--- config.mk ---
export PLATFORM = sky130hd
export DESIGN_NAME = window_addr_gen
export DESIGN_NICKNAME = d
export VERILOG_FILES = /design/src/rtl/window_addr_gen.sv
export SDC_FILE = /design/constraint.sdc
export NUM_CORES = 1
export LEC_CHECK = 0
export ABC_AREA = 0
export CELL_PAD_IN_SITES_DETAIL_PLACEMENT = 1
export CELL_PAD_IN_SITES_GLOBAL_PLACEMENT = 1
export CORE_MARGIN = 2
export CORE_UTILIZATION = 34
export CTS_BUF_LIST = sky130_fd_sc_hd__clkbuf_8
export CTS_CLUSTER_SIZE = 28
export DETAILED_ROUTE_END_ITERATION = 8
export PLACE_DENSITY_LB_ADDON = 0.1
export SLEW_MARGIN = 20
export SYNTH_ARGS = -nofsm -noshare
export SYNTH_HDL_FRONTEND = slang
export SYNTH_SLANG_ARGS = --single-unit
--- constraint.sdc ---
create_clock -name clk -period 4.4 [get_ports clk]
set_input_delay 0.66 -clock clk [delete_from_list [all_inputs] [get_ports clk]]
set_output_delay 0.66 -clock clk [all_outputs]
set_load 0.02 [all_outputs]
--- src/rtl/window_addr_gen.sv ---
// Pixel row/column counters, 3x3 edge-replicated neighbourhood address generator,
// window latch and output-image write register for the median-filter datapath.
module window_addr_gen #(
    parameter int IMG_W  = 8,
    parameter int IMG_H  = 8,
    parameter int PIX_W  = 8,
    parameter int ADDR_W = 6
) (
    input  logic                  clk,
    input  logic                  rst,
    input  logic [1:0]            Col_ctrl,
    input  logic [1:0]            Row_ctrl,
    input  logic [1:0]            data_ctrl,
    input  logic [1:0]            enable_wr,
    input  logic [PIX_W-1:0]      median_in,
    input  logic [9*PIX_W-1:0]    rd_data,
    output logic [9*ADDR_W-1:0]   rd_addr,
    output logic [9*PIX_W-1:0]    window,
    output logic                  Col_done,
    output logic                  Row_done,
    output logic                  wr_en,
    output logic [ADDR_W-1:0]     wr_addr,
    output logic [PIX_W-1:0]      wr_data,
    output logic                  frame_done
);

    localparam int CW = $clog2(IMG_W);
    localparam int RW = $clog2(IMG_H);

    logic [CW-1:0]        col_q, col_d;
    logic [RW-1:0]        row_q, row_d;
    logic [9*PIX_W-1:0]   window_q, window_d;
    logic                 wr_en_q, wr_en_d;
    logic [ADDR_W-1:0]    wr_addr_q, wr_addr_d;
    logic [PIX_W-1:0]     wr_data_q, wr_data_d;
    logic                 frame_done_q, frame_done_d;

    assign Col_done = (col_q == CW'(IMG_W - 1));
    assign Row_done = (row_q == RW'(IMG_H - 1));

    always_comb begin
        col_d = col_q;
        case (Col_ctrl)
            2'd1:    col_d = '0;
            2'd2:    col_d = Col_done ? '0 : col_q + CW'(1);
            default: col_d = col_q;
        endcase
    end

    always_comb begin
        row_d = row_q;
        case (Row_ctrl)
            2'd1:    row_d = '0;
            2'd2:    row_d = Row_done ? '0 : row_q + RW'(1);
            default: row_d = row_q;
        endcase
    end

    // Neighbour coordinates are clamped to the image, replicating edge pixels.
    always_comb begin
        int r_n;
        int c_n;
        rd_addr = '0;
        r_n     = 0;
        c_n     = 0;
        for (int dr = 0; dr < 3; dr++) begin
            for (int dc = 0; dc < 3; dc++) begin
                r_n = int'(row_q) + dr - 1;
                c_n = int'(col_q) + dc - 1;
                if (r_n < 0)      r_n = 0;
                if (r_n > IMG_H - 1) r_n = IMG_H - 1;
                if (c_n < 0)      c_n = 0;
                if (c_n > IMG_W - 1) c_n = IMG_W - 1;
                rd_addr[(3*dr + dc)*ADDR_W +: ADDR_W] = ADDR_W'(r_n*IMG_W + c_n);
            end
        end
    end

    always_comb begin
        window_d     = (data_ctrl == 2'd1) ? rd_data : window_q;
        wr_en_d      = (enable_wr == 2'd1);
        frame_done_d = (enable_wr == 2'd1) && Col_done && Row_done;
        wr_addr_d    = wr_addr_q;
        wr_data_d    = wr_data_q;
        if (enable_wr == 2'd1) begin
            // Captures the pre-increment position; the controller increments next state.
            wr_addr_d = ADDR_W'(int'(row_q)*IMG_W + int'(col_q));
            wr_data_d = median_in;
        end
    end

    always_ff @(posedge clk or posedge rst) begin
        if (rst) begin
            col_q        <= '0;
            row_q        <= '0;
            window_q     <= '0;
            wr_en_q      <= 1'b0;
            wr_addr_q    <= '0;
            wr_data_q    <= '0;
            frame_done_q <= 1'b0;
        end else begin
            col_q        <= col_d;
            row_q        <= row_d;
            window_q     <= window_d;
            wr_en_q      <= wr_en_d;
            wr_addr_q    <= wr_addr_d;
            wr_data_q    <= wr_data_d;
            frame_done_q <= frame_done_d;
        end
    end

    assign window     = window_q;
    assign wr_en      = wr_en_q;
    assign wr_addr    = wr_addr_q;
    assign wr_data    = wr_data_q;
    assign frame_done = frame_done_q;

endmodule

Word-level counts from Yosys, hierarchy flattened
Cells that the tools add are included.
- register bits after elaboration: 94
- $add $sub $neg: 22
- order comparisons: 12
- equal/unequal tests: 8
- multiplexer cells: 16
- reductions and logical operators: 4
- operators with widths (cell ; number):
    greater-than comparator 32 x 4 -> 1 bit, second input constant ; 6
    two-way mux 32 bit ; 6
    adder 6 bit ; 9
    < comparator 5 x 1 -> 1 bit, second input constant ; 4
    subtractor 4 x 1 -> 5 bit, second input constant ; 4
    two-way mux 6 bit ; 3
    two-way mux 3 bit ; 5
    case mux 3 bit (2 select lines) ; 2
    adder 3 x 1 -> 4 bit, second input constant ; 2
    adder 3 x 2 -> 4 bit, second input constant ; 2
    equality test 2 x 1 -> 1 bit, second input constant ; 4
    < comparator 4 x 1 -> 1 bit, second input constant ; 2
    subtractor 3 x 1 -> 4 bit, second input constant ; 2
    adder 3 x 1 -> 3 bit, second input constant ; 2
    adder 6 x 3 -> 6 bit ; 1
    equality test 3 bit, second input constant ; 2
    equality test 2 bit, second input constant ; 2
    nonzero test 2 bit ; 2
    logical AND 1 bit ; 2

Logic depth before layout (Yosys ltp)
Gate-level depths: netlist (run 1).
- depth in word-level cells: 7
- gate-level depth with buffers: 6
- gate-level depth less buffers: 5

Least setup slack after synthesis (run 1)
OpenSTA, ideal clock, no wires.
- path kind: register to output
- start point: reg row_q[0]
- end point: out rd_addr[16]
- data arrival time: 1.659 ns
- data required time: 3.740 ns
- slack: 2.081 ns
- cell stages (with the launch flop): 6
- path buffers: 1
- cell sequence: dfrtp_1 clkbuf_2 inv_1 ha_1 a21oi_1 ha_1
- longest elaborated chain between the ends: 6
- ends and longest elaborated chain (item ; line ; RTL):
    from (decl) ; 31 ; logic [RW-1:0] row_q, row_d;
    from (signal assigned) ; 103 ; row_q <= row_d;
    subtractor 3 x 1 -> 4 bit (*) ; 68 ; r_n = int'(row_q) + dr - 1;
    < comparator 4 x 1 -> 1 bit ; 70 ; if (r_n < 0) r_n = 0;
    two-way mux 32 bit (*) ; 70 ;
    greater-than comparator 32 x 4 -> 1 bit ; 71 ; if (r_n > IMG_H - 1) r_n = IMG_H - 1;
    two-way mux 3 bit (*) ; 71 ;
    adder 6 bit (*) ; 74 ; rd_addr[(3*dr + dc)*ADDR_W +: ADDR_W] = ADDR_W'(r_n*IMG_W + c_n);
    to (decl) ; 17 ; output logic [9*ADDR_W-1:0] rd_addr,
Mark *: on every way between the ends. The rest lies on a longest branch, timed or not.

Final worst setup path (run 1)
- start point: reg row_q[0]
- end point: out rd_addr[52]
- longest elaborated chain between the ends: 7
- ends and longest elaborated chain (item ; line):
    adder 3 x 2 -> 4 bit (*) ; 68
    subtractor 4 x 1 -> 5 bit (*) ; 68
    < comparator 5 x 1 -> 1 bit ; 70
    two-way mux 32 bit (*) ; 70
    greater-than comparator 32 x 4 -> 1 bit ; 71
    two-way mux 3 bit (*) ; 71
    adder 6 bit (*) ; 74
Marks and branches as above.

==> reports/metrics.yaml, run 1 <==
hold_path:
  holdPathStages: 2
  hp-start: "wr_addr[0]"
  hold_class: "reg2reg"
  hold_end: "wr_addr[0]"
routing:
  drc: 0
  ant_nets: 0
  drt_wl_total_um: 11500
  vias_per_cell: 4.39
  wl_met1_um: 4720
  wl_met3_um: 951
  drt_iter0_drc: 73
  highest_layer: "met4"
  first_pass_iters: 4
  met2_wirelength_um: 5690
  drt-wirelength-per-cell_um: 17.0
  dr_total_vias: 2969
global_route:
  track_usage_pct: 16.7
  antenna_found_initial: 0
  grt_max_degree: 77
  grt_pass1_wl_um: 18500
  gr-total-overflow: 0
  grt_pass1_vias: 3300
setup_path:
  reg2regPathDepth: 4
  crit_path_end_kind: "output pin"
  timing.rr.start: "col_q[0]"
  worstPathArrival_ns: 2.42
  path_cells: "inv_1 -> ha_1 -> nand2b_1 -> ha_1 -> clkdlybuf4s50_1"
  critical-path-max-stage-delay_ns: 0.55
  crit_top_cell: "ha_1"
  r2r_end: "col_q[0]"
  required_ns: 3.74
  criticalPathCategory: "reg2out"
  critPathMaxFanout: 11
  critPathLaunchType: "register"
  slowest_stage: "dfrtp_1"
  r2r_slack_ns: 2.89
placed_design:
  place_hpwl_um: 8740
  gp_congestion: 0.735
  port_buffers: 233
synth:
  syn_inst: 296
  ys_seq_elements: 94
  synthFlopType: "dfrtp_1"
  synthTopCellsByArea: "dfrtp_1 53%, mux2_4 24%, buf_4 4.6%"
  synth_area_um2: 4440
  ys_warn_count: 0
  synth-edff-count: 0
  synth_commonest_cells: "94 x dfrtp_1, 70 x mux2_4, 27 x buf_4, 14 x ha_1, 13 x nand2_1"
  synth.top_cell.area_share_pct: 53.0
  yosysSeqAreaShare_pct: 53.0
  syn_area_per_cell_um2: 15.0
  synthArstFlopShare_pct: 100
  synth_top_area_cell: "dfrtp_1"
  yosysMostFrequentCell: "dfrtp_1"
  synth.distinct_cells: 26
clocking:
  postCtsHoldBufs: 0
  cts_buffer_depth: 2
  cts_tree: "done"
  cts-root-buf: "clkbuf_8"
  clk_transition_reported_paths_ns: 0.09
  post_cts_buffers: 0
  clock_latency_ns: 0.35
  cts_resized: 0
  cts.sinks: 94
  htree_levels: 3
  numCtsBuffers: 9
floorplanning:
  start_util_pct: 35.0
  die_w_um: 118
  rows: 41
  die-area_um2: 14000
  pin_count: 234
  core-area_um2: 12700
  die_h_um: 118
power:
  p_sw_share_pct: 31.1
  seqPwrFrac_pct: 41.3
  powerDensity_nw_per_um2: 377
  power.internal_w: 0.00177
  pwr-share-comb_pct: 36.8
  ir_drop_uv: 154
  p_leak_nw: 3.11
  pwr-share-clk_pct: 21.9
  p_switching_w: 0.000795
cells_and_area:
  n_antenna_cell: 0
  n_fill_cell: 1311
  area_growth_pct: 53.2
  drive_gt1_share_pct: 20.0
  nets: 604
sta:
  fin_crit_sh_pct: 70.0
  hold_viol_final: 0
  maxSlewViolCount: 0
  finalWorstPathRequiredPeriod_ns: 3.08
  slew_headroom_pct: 37.2
  fin_setup_tns_ns: 0
  max_freq_mhz: 325
  setup_viol: 0
  finClkSkew_ns: 0.00487
  holdWs_ns: 0.500
  rsz0062_at_grt: "false"
  tightest_slew_ns: 0.942
outcome:
  status: "finished clean"
run:
  maxCapViolCount: 0
## logic make-up after synthesis
kind of cell             after synthesis  share of synthesized area, %
flip-flops                            94                          53.0
multiplexers                          81                          26.5
buffers and inverters                 54                          9.86
AND/OR/NAND/NOR                       31                          3.75
AO/OA/AOI/OAI                         18                          2.31
adder cells (fa/ha/maj)               14                          3.95
XOR/XNOR                               3                         0.592
other                                  1                        0.0845
## registers in the layout, indices dropped and copies added (netlist names)
| name | cells |
|---|---|
| window | 72 |
| wr_data | 8 |
| wr_addr | 6 |
| col_q | 3 |
| row_q | 3 |
| frame_done | 1 |
| wr_en | 1 |
## final cells by class
class                   instances  area [um^2]  share of cell area, %
clock buffers                   9          124                   1.82
multi-input cells             150         1660                   24.4
flip-flops and latches         94         2350                   34.6
inverters                       9         36.3                  0.533
well taps                     172          215                   3.16
repair buffers                236         2350                   34.6
clock inverters                 6         63.8                  0.938
## metal layers
metal | GRT usage (%) | up-vias
li1 | - | 1369
met1 | 19.8 | 1470
met2 | 28.5 | 118
met3 | 5.89 | 12
met4 | 4.97 | 0
met5 | 0 | -
## metrics by stage
step                      instances  setup WS [ns]  area (um^2)  total power [W]  util, %
after floorplan                 298           1.29         4450          0.00159        -
after global placement          661           1.72         6620          0.00201     52.2
after detailed placement        661           1.68         6620          0.00203     52.2
after CTS                       676           1.26         6800          0.00260     53.7
after global routing            676           1.19         6800          0.00269     53.7
final                           676           1.32         6800          0.00256     53.7
## cell usage in the layout (no fill, tap or decap), drive strengths merged
cell type	n
a21o	2
a21oi	2
a31oi	1
and3	1
buf	3
bufinv	1
clkbuf	9
clkdlybuf4s50	233
clkinv	2
clkinvlp	1
conb	3
dfrtp	94
ha	14
inv	11
mux2	81
nand2	13
nand2b	8
nand3	2
nand3b	2
nor2	3
nor4b	2
o211ai	1
o21ai	12
xor2	3
## power by group through the flow
stage / Combinational [W] / Sequential [W] / Clock [W]
after global placement: 0.000940 / 0.00107 / 0
after global routing: 0.000994 / 0.00107 / 0.000618
after floorplan: 0.000386 / 0.00120 / 0
after CTS: 0.000957 / 0.00106 / 0.000587
after detailed placement: 0.000953 / 0.00107 / 0
final: 0.000943 / 0.00106 / 0.000561
## worst max path at each step
stage | start | to | slack (ns) | depth (start not counted)
floorplan | rst | col_q[0] | 1.29 | 1
global placement | data_ctrl[1] | window[8] | 1.72 | 4
detailed placement | row_q[0] | rd_addr[52] | 1.68 | 5
CTS | row_q[0] | rd_addr[52] | 1.26 | 5
global route | row_q[0] | rd_addr[52] | 1.19 | 5
finish | row_q[0] | rd_addr[52] | 1.32 | 5
## critical path, delay by kind of cell, from the launching register on
| kind | cells | cell delay, ns |
|---|---|---|
| buf+inv | 2 | 0.66 |
| fa+ha+maj | 2 | 0.66 |
| flops | 1 | 0.55 |
| simple gates | 1 | 0.20 |
Power figures use the tool's default switching activity.
==> run 2: changes to the inputs <==
- CORE_UTILIZATION: 34 -> 28
- clock period: 4.4 -> 2.7 ns (I/O delays scaled with it)
==> run 2 against run 1 <==
  * Core utilization fell by 8.8 points
  * Global-route usage is 2.5 points lower
  * Critical endpoint is now rd_addr[50]
  * Critical path depth decreased by 1
  * Clock skew down 0.0027 ns
  * Worst setup slack got worse by 1.2 ns
  * Cell count increased by 7.7%
  * Count of clock-buffer cells in the layout up 1
  * Largest power group unchanged
  * Sequential cell count unchanged
==> reports/metrics.yaml, run 2 (synthesis results as in run 1) <==
floorplanning:
  pin_count: 234
  die-area_um2: 16900
  die_h_um: 130
  die_w_um: 130
  rows: 46
  start_util_pct: 28.3
  core-area_um2: 15700
routing:
  met2_wirelength_um: 5770
  drc: 0
  vias_per_cell: 4.19
  drt_iter0_drc: 92
  drt_wl_total_um: 11800
  wl_met1_um: 4810
  dr_total_vias: 3051
  ant_nets: 0
  highest_layer: "met4"
  first_pass_iters: 4
  drt-wirelength-per-cell_um: 16.2
  wl_met3_um: 1110
cells_and_area:
  layout_commonest_cell: "clkdlybuf4s50_1"
  largest_reg_flops: 72
  post-route-cell-area_um2: 7050
  drive_gt1_share_pct: 22.3
  n_antenna_cell: 0
  nets: 611
  ff_latch_area_um2: 2360
  area_growth_pct: 58.9
  post-route-util_pct: 44.9
  layout_common_cells: "226 x clkdlybuf4s50_1, 91 x dfrtp_1, 70 x mux2_4"
  multi_input_area_um2: 1660
  n_fill_cell: 1632
power:
  pwr-share-clk_pct: 27.7
  powerDensity_nw_per_um2: 641
  power.internal_w: 0.00320
  p_sw_share_pct: 29.3
  p_switching_w: 0.00132
  pwr-share-comb_pct: 34.4
  p_leak_nw: 3.27
  seqPwrFrac_pct: 38.0
  ir_drop_uv: 288
sta:
  slew_headroom_pct: 60.9
  rsz0062_at_grt: "false"
  finalWorstPathRequiredPeriod_ns: 2.56
  fin_setup_tns_ns: 0
  max_freq_mhz: 391
  maxSlewViolCount: 0
  tightest_slew_ns: 0.586
  finClkSkew_ns: 0.00220
  fin_crit_sh_pct: 94.7
  hold_viol_final: 0
  setup_viol: 0
setup_path:
  criticalPathCategory: "reg2out"
  critPathLaunchType: "register"
  crit_buf_inv: 1
  crit_path_end_kind: "output pin"
  slowest_stage: "clkdlybuf4s50_1"
  worstPathArrival_ns: 2.15
  critical-path-max-stage-delay_ns: 0.62
  crit_top_cell: "ha_1"
  critPathMaxFanout: 11
  cp_top_family: "buffers and inverters"
  path_cells: "ha_1 -> ha_1 -> nand2b_1 -> clkdlybuf4s50_1"
  required_ns: 2.30
clocking:
  htree_levels: 3
  cts-root-buf: "clkbuf_8"
  cts_tree: "done"
  clock_latency_ns: 0.37
  cts_buffer_depth: 2
  numCtsBuffers: 9
  postCtsHoldBufs: 0
  clk_transition_reported_paths_ns: 0.09
  cts.sinks: 94
placed_design:
  port_buffers: 233
  gp_congestion: 0.728
  placed_area_um2: 6730
  place_hpwl_um: 8630
outcome:
  status: "finished clean"
global_route:
  grt_pass1_wl_um: 18200
  gr-total-overflow: 0
  grt_max_degree: 95
  grt_pass1_vias: 3291
  track_usage_pct: 14.3
  antenna_found_initial: 0
hold_path:
  hold_class: "reg2reg"
run:
  maxCapViolCount: 0
## run 2: cell count changes in the layout (fill, tap and decap cells not counted), sizes merged
cell           previous run  this run
clkinvlp                  1         2
dlymetal6s2s              0         6
inv                      11         8
dlygate4sd2               0         1
clkbuf                    9        10
clkinv                    2         1
clkdlybuf4s50           233       226
buf                       3        10
bufinv                    1         4
## run 2: power by group through the flow
stage	clock (W)	sequential, W	combinational, W
final	0.00125	0.00172	0.00155
after detailed placement	0	0.00175	0.00156
after global routing	0.00136	0.00175	0.00165
after CTS	0.00130	0.00172	0.00158
after floorplan	0	0.00196	0.000630
after global placement	0	0.00174	0.00155
## run 2: path summary, 6_finish.rpt
| path | start | to | slack, ns | cells past startpoint |
|---|---|---|---|---|
| worst max-delay path | col_q[0] | rd_addr[50] | 0.14 | 4 |
| worst min-delay path | wr_addr[3] | wr_addr[3] | 0.49 | 2 |
| worst max register to register | col_q[0] | col_q[0] | 1.29 | 4 |
| worst min register to register | wr_addr[3] | wr_addr[3] | 0.49 | 2 |
| max in group asynchronous | rst | col_q[0] | 1.75 | 3 |
| min in group asynchronous | rst | window[31] | 0.51 | 3 |
## run 2: per-stage QoR
step | setup WS, ns | total power [W] | hold WS [ns] | cells
floorplan | 0.636 | 0.00259 | 0.515 | 298
global placement | 0.309 | 0.00329 | 0.467 | 708
detailed placement | 0.246 | 0.00331 | 0.482 | 708
CTS | 0.0114 | 0.00461 | 0.506 | 728
global route | 0.00626 | 0.00476 | 0.522 | 728
finish | 0.143 | 0.00452 | 0.495 | 728
## run 2: area by class of cell
class	count	share of cell area, %
Clock buffer	10	1.95
Clock inverter	6	1.88
Inverter	9	0.532
Multi-Input combinational cell	150	23.5
Sequential cell	94	33.4
Tap cell	216	3.83
Timing Repair Buffer	243	34.9
## run 2: tightest hold or removal path, stage by stage, from the launching register on
cell	delay, ns
dfrtp_1	0.35
nand2_1	0.05
o21ai_0	0.06
## run 2: metal layers
metal | track usage, % | vias up
met2 | 22.9 | 116
met3 | 7.26 | 10
met5 | 0 | -
met1 | 17.0 | 1537
met4 | 3.86 | 0
li1 | - | 1388
## run 2: repair_timing
| item | in CTS | in global routing |
|---|---|---|
| setup endpoints to repair | 9 | 7 |
| resized for setup | 5 | 6 |
| pin swaps | 0 | 0 |
| setup buffers | 4 | 0 |
